$ cat src/rtl/count_pkg.sv
// Shared definitions for the counter stage and its snapshot FIFO consumer.
// Count width, the count value type and the optional drop-counter width.
package count_pkg;

    localparam int COUNT_W    = 4;
    localparam int DROP_CNT_W = 8;

    typedef logic [COUNT_W-1:0] count_t;

    // Saturating increment for the drop counter: sticks at all-ones.
    function automatic logic [DROP_CNT_W-1:0] sat_inc(input logic [DROP_CNT_W-1:0] v);
        return (&v) ? v : v + DROP_CNT_W'(1);
    endfunction

endpackage

$ cat src/rtl/snap_fifo_mem.sv
// DEPTH x WIDTH snapshot storage: one synchronous write port and one
// asynchronous read port so the FIFO head is presented without extra latency.
module snap_fifo_mem #(
    parameter int WIDTH = 4,
    parameter int DEPTH = 4
) (
    input  logic                     clk,
    input  logic                     wr_en_i,
    input  logic [$clog2(DEPTH)-1:0] wr_addr_i,
    input  logic [WIDTH-1:0]         wr_data_i,
    input  logic [$clog2(DEPTH)-1:0] rd_addr_i,
    output logic [WIDTH-1:0]         rd_data_o
);

    logic [WIDTH-1:0] mem_q [DEPTH];

    // Contents carry no reset; validity is tracked entirely by the pointers.
    always_ff @(posedge clk) begin
        if (wr_en_i) begin
            mem_q[wr_addr_i] <= wr_data_i;
        end
    end

    assign rd_data_o = mem_q[rd_addr_i];

endmodule

$ cat src/rtl/count_snap_fifo.sv
// Snapshots count_in on cap_i into a first-word-fall-through FIFO with a sticky
// overflow flag. Define SNAP_DROP_CNT_EN to add the saturating drop_cnt output.
module count_snap_fifo
    import count_pkg::*;
#(
    parameter int WIDTH = COUNT_W,
    parameter int DEPTH = 4
) (
    input  logic                     clk,
    input  logic                     rst_n,
    input  logic [WIDTH-1:0]         count_in,
    input  logic                     cap_i,
    output logic [WIDTH-1:0]         snap_data,
    output logic                     snap_valid,
    input  logic                     snap_ready,
    output logic                     full,
    output logic                     empty,
    output logic [$clog2(DEPTH):0]   level,
    output logic                     overflow,
    input  logic                     clr_ovf
`ifdef SNAP_DROP_CNT_EN
    ,
    output logic [DROP_CNT_W-1:0]    drop_cnt
`endif
);

    localparam int AW = $clog2(DEPTH);
    localparam int PW = AW + 1;
    localparam logic [PW-1:0] PTR_ONE = PW'(1);

    logic [PW-1:0]    wr_ptr_q, wr_ptr_d;
    logic [PW-1:0]    rd_ptr_q, rd_ptr_d;
    logic             overflow_q, overflow_d;
    logic             empty_w, full_w;
    logic             push, pop, drop;
    logic             mem_wr_en;
    logic [WIDTH-1:0] mem_rd_data;

    // One extra pointer bit distinguishes a full buffer from an empty one.
    assign empty_w = (wr_ptr_q == rd_ptr_q);
    assign full_w  = (wr_ptr_q[AW] != rd_ptr_q[AW]) &&
                     (wr_ptr_q[AW-1:0] == rd_ptr_q[AW-1:0]);

    assign pop  = !empty_w && snap_ready;
    assign push = cap_i && (!full_w || pop);
    assign drop = cap_i && full_w && !pop;

    always_comb begin
        wr_ptr_d   = wr_ptr_q;
        rd_ptr_d   = rd_ptr_q;
        overflow_d = overflow_q;
        if (push) begin
            wr_ptr_d = wr_ptr_q + PTR_ONE;
        end
        if (pop) begin
            rd_ptr_d = rd_ptr_q + PTR_ONE;
        end
        if (drop) begin
            overflow_d = 1'b1;
        end else if (clr_ovf) begin
            overflow_d = 1'b0;
        end
    end

    always_ff @(posedge clk) begin
        if (!rst_n) begin
            wr_ptr_q   <= '0;
            rd_ptr_q   <= '0;
            overflow_q <= 1'b0;
        end else begin
            wr_ptr_q   <= wr_ptr_d;
            rd_ptr_q   <= rd_ptr_d;
            overflow_q <= overflow_d;
        end
    end

    // A capture coinciding with reset must not land in storage.
    assign mem_wr_en = push && rst_n;

    snap_fifo_mem #(
        .WIDTH (WIDTH),
        .DEPTH (DEPTH)
    ) u_mem (
        .clk       (clk),
        .wr_en_i   (mem_wr_en),
        .wr_addr_i (wr_ptr_q[AW-1:0]),
        .wr_data_i (count_in),
        .rd_addr_i (rd_ptr_q[AW-1:0]),
        .rd_data_o (mem_rd_data)
    );

    assign snap_data  = empty_w ? '0 : mem_rd_data;
    assign snap_valid = !empty_w;
    assign empty      = empty_w;
    assign full       = full_w;
    assign level      = wr_ptr_q - rd_ptr_q;
    assign overflow   = overflow_q;

`ifdef SNAP_DROP_CNT_EN
    logic [DROP_CNT_W-1:0] drop_cnt_q, drop_cnt_d;

    // A drop in the clearing cycle restarts the count at one rather than zero.
    always_comb begin
        drop_cnt_d = drop_cnt_q;
        if (drop && clr_ovf) begin
            drop_cnt_d = DROP_CNT_W'(1);
        end else if (drop) begin
            drop_cnt_d = sat_inc(drop_cnt_q);
        end else if (clr_ovf) begin
            drop_cnt_d = '0;
        end
    end

    always_ff @(posedge clk) begin
        if (!rst_n) begin
            drop_cnt_q <= '0;
        end else begin
            drop_cnt_q <= drop_cnt_d;
        end
    end

    assign drop_cnt = drop_cnt_q;
`endif

endmodule
$ cat config.mk
export PLATFORM = sky130hd
export DESIGN_NAME = count_snap_fifo
export DESIGN_NICKNAME = d
export VERILOG_FILES = /design/src/rtl/count_pkg.sv /design/src/rtl/snap_fifo_mem.sv /design/src/rtl/count_snap_fifo.sv
export SDC_FILE = /design/constraint.sdc
export NUM_CORES = 1
export LEC_CHECK = 0
export CELL_PAD_IN_SITES_DETAIL_PLACEMENT = 0
export CELL_PAD_IN_SITES_GLOBAL_PLACEMENT = 1
export CORE_ASPECT_RATIO = 1.4
export CORE_UTILIZATION = 41
export DETAILED_ROUTE_END_ITERATION = 6
export HOLD_SLACK_MARGIN = 0.12
export PLACE_DENSITY = 0.8
export SLEW_MARGIN = 20
export SYNTH_ARGS = -nofsm -noshare
export SYNTH_HDL_FRONTEND = slang
export SYNTH_SLANG_ARGS = --single-unit
$ cat constraint.sdc
create_clock -name clk -period 1.93 [get_ports clk]
set_input_delay 0.193 -clock clk [delete_from_list [all_inputs] [get_ports clk]]
set_output_delay 0.193 -clock clk [all_outputs]
set_load 0.03 [all_outputs]
## Word-level counts from Yosys, hierarchy flattened

Memory sizes are Yosys's and may differ from the RTL's. A register that Yosys moved wholly into a read port is not among the register bits.
Cells that the tools add are included.

| word-level totals | value |
|---|---|
| logic and storage cells | 28 |
| memories | 1 |
| output and inout bits | 11 |
| bits of input ports | 9 |
| register bits after elaboration | 7 |
| bits in writable memories | 16 |

| cells by class | value |
|---|---|
| multiplexer cells | 7 |
| reductions and logical operators | 11 |
| $add $sub $neg | 3 |
| eq/ne operators | 3 |

Memory list:

| name | depth | width | read ports | clocked after Yosys merged registers in | wr ports | RTL line | RTL |
|---|---|---|---|---|---|---|---|
| u_mem.mem_q | 4 | 4 | 1 | 1 | 1 | snap_fifo_mem.sv:15 | `logic [WIDTH-1:0] mem_q [DEPTH];` |

Operator list:

| operator | count |
|---|---|
| $add 3x1->3 const B | 2 |
| $logic_and 1x1->1 | 6 |
| $mux 1 | 4 |
| $mux 2 | 2 |
| $mux 4 | 1 |
| $eq 3x3->1 | 1 |
| $logic_not 1->1 | 3 |
| $sub 3x3->3 | 1 |
| $eq 2x2->1 | 1 |
| $reduce_bool 2->1 | 1 |
| $logic_or 1x1->1 | 1 |
| $ne 1x1->1 | 1 |

## Logic depth before layout (Yosys ltp)

| logic depth | value |
|---|---|
| depth in word-level cells | 8 |
| gate-level depth with buffers | 6 |
| depth with buffers taken out | 5 |

## Hierarchy

Synthesis repeated with hierarchy kept, for this count alone.

| second synthesis, totals | value |
|---|---|
| cells, all modules | 79 |
| area, all modules | 1,088.5 µm² |

Modules (own cells, without submodules):

| module | seq. area each (µm²) | area an instance (µm²) | instances | cells an instance |
|---|---|---|---|---|
| snap_fifo_mem | 480.5 | 616.8 | 1 | 24 |
| count_snap_fifo | 140.1 | 471.7 | 1 | 55 |

## Worst setup path before layout

Ideal clock, no wire load.

| timing path | value |
|---|---|
| path type | register to output |
| from | register wr_ptr_q[0] |
| to | output port snap_data[0] |
| cell stages (with the launch flop) | 7 |
| path slack | 54 ps |
| arrival | 1,683 ps |
| required time | 1,737 ps |
| buffers on the path | 1 |
| cell sequence | dfxtp_1 -> inv_1 -> ha_1 -> and2_1 -> and2_0 -> buf_2 -> nor2b_1 |

| on the way | value |
|---|---|
| longest elaborated chain between the ends | 2 |

RTL lines:

| what | RTL line | RTL |
|---|---|---|
| start, declared | count_snap_fifo.sv:31 | `logic [PW-1:0] wr_ptr_q, wr_ptr_d;` |
| start signal, assigned | count_snap_fifo.sv:71 | `wr_ptr_q <= wr_ptr_d;` |
| $eq 3x3->1 | count_snap_fifo.sv:40 | `assign empty_w = (wr_ptr_q == rd_ptr_q);` |
| named net empty | count_snap_fifo.sv:17 | `output logic empty,` |
| $mux 4 | count_snap_fifo.sv:92 | `assign snap_data = empty_w ? '0 : mem_rd_data;` |
| end, declared | count_snap_fifo.sv:13 | `output logic [WIDTH-1:0] snap_data,` |

The timed path passes the listed nets, and every way through them passes these cells.

## Worst setup path in the final report

| timing path | value |
|---|---|
| from | register wr_ptr_q[1] |
| to | output port level[2] |

| on the way | value |
|---|---|
| longest elaborated chain between the ends | 1 |

RTL lines:

| what | RTL line | RTL |
|---|---|---|
| $sub 3x3->3 | count_snap_fifo.sv:96 | `assign level = wr_ptr_q - rd_ptr_q;` |
| end, declared | count_snap_fifo.sv:18 | `output logic [$clog2(DEPTH):0] level,` |

Every way passes these cells.

==> results.txt <==
result of the run - finished clean
max-slew violation count - 0
sequential share of power - 0.469
Std-Cell Rows - 22
Hold Worst Slack - 0.516 ns
sw frac - 0.333
Port Buf Inserts - 19
maximum buffer depth of the clock tree - 2
number of ports placed on the die boundary - 20
fmax - 0.544 GHz
number of antenna violations at the first check in global routing - 0
WL per Instance - 13.9 µm
number of clock sinks - 25
area leader, netlist - edfxtp_1
Critical Path Source Type - flop
post-layout minimum cycle time - 1.84 ns
Relative slew margins - 0.735
HPWL Detailed - 1.63 mm
summed area of non-filler cells in the final layout - 0.00147 mm²
area overhead of the layout relative to synthesis - 25.0%
Total Wirelength - 2.08 mm
required time at the endpoint of the critical path - 1.74 ns
multi-input logic area - 489 µm²
Hold/Removal Path Class - input pin to flop
peak supply drop - 0.000608 V
final std cells w/o fill - 149
largest fanout on the critical path - 4
R2R cell count - 5
iteration-0 DRC count of the detailed router - 8
number of global-route vias before repair - 749
count of final hold-check violations - 0
die width - 47.2 µm
startpoint of the worst hold path - count_in[3]
global-route wire length before repair - 3.45 mm
initial cell density of the core - 0.440
async set or reset register ratio after synthesis - 0
syn_nets - 105
Final Wtd Congestion - 0.790
aggregate global routing overflow - 0
detail-routed via count per cell - 5.02
Worst Path Class, Setup - flop to output pin
number of flops mapped to enable cells by yosys - 16
Post-Syn Instances - 88
pin count of the biggest net entering global routing - 16
layout cells sized above 1 - 0.274
leakage power summed over all cells - 0.575 nW
mean instance size in the synthesized netlist - 13.4 µm²
part of the power in combinational logic - 0.360
number of antenna repair diodes - 0
ratio of final minimum period to clock period - 0.952
TritonCTS buffer count - 3
switching power - 0.445 mW
Clock Skew - 0.00846 ns
Yosys reg bits - 25
CTS tree - done
1st-pass router iterations - 4
GRT Util Overall - 0.164
final net count - 131
r2r endpoint - u_mem.mem_q[3][2]$_DFFE_PP_
internal power - 0.892 mW
number of filler cells placed in the layout - 232
Endpoint, Worst Hold - u_mem.mem_q[3][3]$_DFFE_PP_
core region area - 0.00267 mm²
worst-case register-to-register setup slack - 0.20 ns
share of the synthesized area in the top cell type - 0.409
total die area - 0.00309 mm²
via count - 748
number of remaining DRC errors - 0
# Max-Cap Violations - 0
vertical extent of the die - 65.3 µm
synth unique cells - 26
final count of negative-setup-slack endpoints - 0
main flop type after synthesis - edfxtp_1
Ys Warns - 0
CP endpoint kind - output pin
r2r startpoint - rd_ptr_q[1]$_SDFFE_PN0N_
setup repair after global routing missed its margin - yes
insertion delay of the later-clocked pin in the worst-skew pair - 0.31 ns
arrival time at the worst endpoint - 1.64 ns
count of H-tree levels built during CTS - 1
post-CTS clock slew at the launch and capture registers of the worst setup and hold paths - 0.14 ns
number of routed nets with antenna violations - 0
fraction of the yosys area taken by sequential cells - 0.562
cell total after placement - 144
Min-Delay Path Depth - 1
power share of the clock group - 0.171
Least-Margin Pin Slew - 0.396 ns
cell at the root of the clock tree - clkbuf_4
summed instance area of the synthesized netlist - 0.00117 mm²
Pwr per Cell Area - 910 mW/mm²
Placed Area - 0.00141 mm²
cell types occupying the most area after synthesis - edfxtp_1, dfxtp_1, mux4_2, ha_1, mux2i_1
Sequential Area - 669 µm²
## power groups by stage
stage                     combinational, mW  sequential [mW]  clock (mW)
after global routing                  0.528            0.631       0.266
after global placement                0.457            0.636           0
after detailed placement              0.461            0.636           0
after CTS                             0.468            0.624       0.239
after floorplan                       0.298            0.630           0
final                                 0.481            0.626       0.229
## worst max path at each step
stage                     slack (ns)  depth (start not counted)                      from            to
after global routing           -0.01                          6  rd_ptr_q[1]$_SDFFE_PN0N_  snap_data[0]
after CTS                     0.0004                          6  wr_ptr_q[0]$_SDFFE_PN0P_  snap_data[2]
after global placement          0.16                          5  wr_ptr_q[0]$_SDFFE_PN0P_          full
after floorplan                 0.05                          6  wr_ptr_q[0]$_SDFFE_PN0P_  snap_data[0]
after detailed placement        0.13                          5  rd_ptr_q[1]$_SDFFE_PN0N_          full
final                           0.09                          5  wr_ptr_q[1]$_SDFFE_PN0P_      level[2]
## registers in the layout, indices dropped and copies added, names as in the netlist, named ones only
register / count
overflow: 1
wr_ptr_q: 3
u_mem.mem_q: 16
rd_ptr_q: 3
## cells in the mapped netlist, types with 2 or more instances
cell	instances
o211ai_1	2
dfxtp_1	9
ha_1	7
nand2_1	9
clkbuf_1	2
nor2b_1	5
and3_1	4
inv_1	8
mux4_2	4
nand2b_1	2
edfxtp_1	16
mux2i_1	6
## routing by layer
layer	share of wire	GRT usage	routed length, µm	vias to the layer above
li1	-	-	-	365
met1	0.38	0.185	799	356
met2	0.54	0.281	1130	21
met3	0.032	0.0165	67	6
met4	0.039	0.0964	81	0
met5	0	0	0	-
## layout by cell type, fill, tap and decap left out, types with 2 or more instances in the layout
| cell | n |
|---|---|
| edfxtp_1 | 16 |
| buf_4 | 13 |
| nand2_1 | 9 |
| clkdlybuf4s50_1 | 9 |
| inv_1 | 7 |
| mux2i_1 | 6 |
| ha_1 | 6 |
| nor2b_1 | 5 |
| mux4_2 | 4 |
| and3_1 | 4 |
| dfxtp_2 | 4 |
| dfxtp_1 | 4 |
| clkbuf_4 | 3 |
| and2_4 | 2 |
| nand2b_1 | 2 |
| o211ai_1 | 2 |
| dlygate4sd2_1 | 2 |
## worst max-delay path: stages, from the launching register on
cell and delay [ns]:
dfxtp_2 0.36, buf_4 0.12, inv_1 0.08, fa_1 0.42
xnor2_1 0.17, buf_4 0.19
## logic make-up (layout without fill, tap and decap cells)
kind of cell | count (synthesis) | in the layout | synth area share
simple gates | 26 | 26 | 0.121
xor+xnor | 2 | 2 | 0.0213
mux | 10 | 10 | 0.128
fa+ha+maj | 8 | 8 | 0.0916
buf+inv | 11 | 36 | 0.0362
compound gates | 6 | 6 | 0.0394
flops | 25 | 25 | 0.562
## timing repair
action	4_1_cts	5_1_grt
resized for setup	6	8
buffers inserted	0	1
endpoints found under the setup margin	8	9
hold buffers	0	0
pin swaps	0	1
hold endpoints to repair	0	0
## final cells by class
cell class / instances / share of cell area
clock buffers: 3 / 0.0153
clock inverters: 1 / 0.00511
inverters: 8 / 0.0204
multi-input cells: 52 / 0.333
flip-flops and latches: 25 / 0.456
well taps: 36 / 0.0307
repair buffers: 24 / 0.140
## stage by stage
step                 util  worst slack (ns)  setup TNS (ns)  power [mW]
floorplan               -            0.0536               0       0.928
global placement    0.527             0.160               0        1.09
detailed placement  0.527             0.128               0        1.10
CTS                 0.539          0.000426               0        1.33
global route        0.550           -0.0138         -0.0225        1.43
finish              0.550            0.0931               0        1.34
Power figures use the tool's default switching activity.
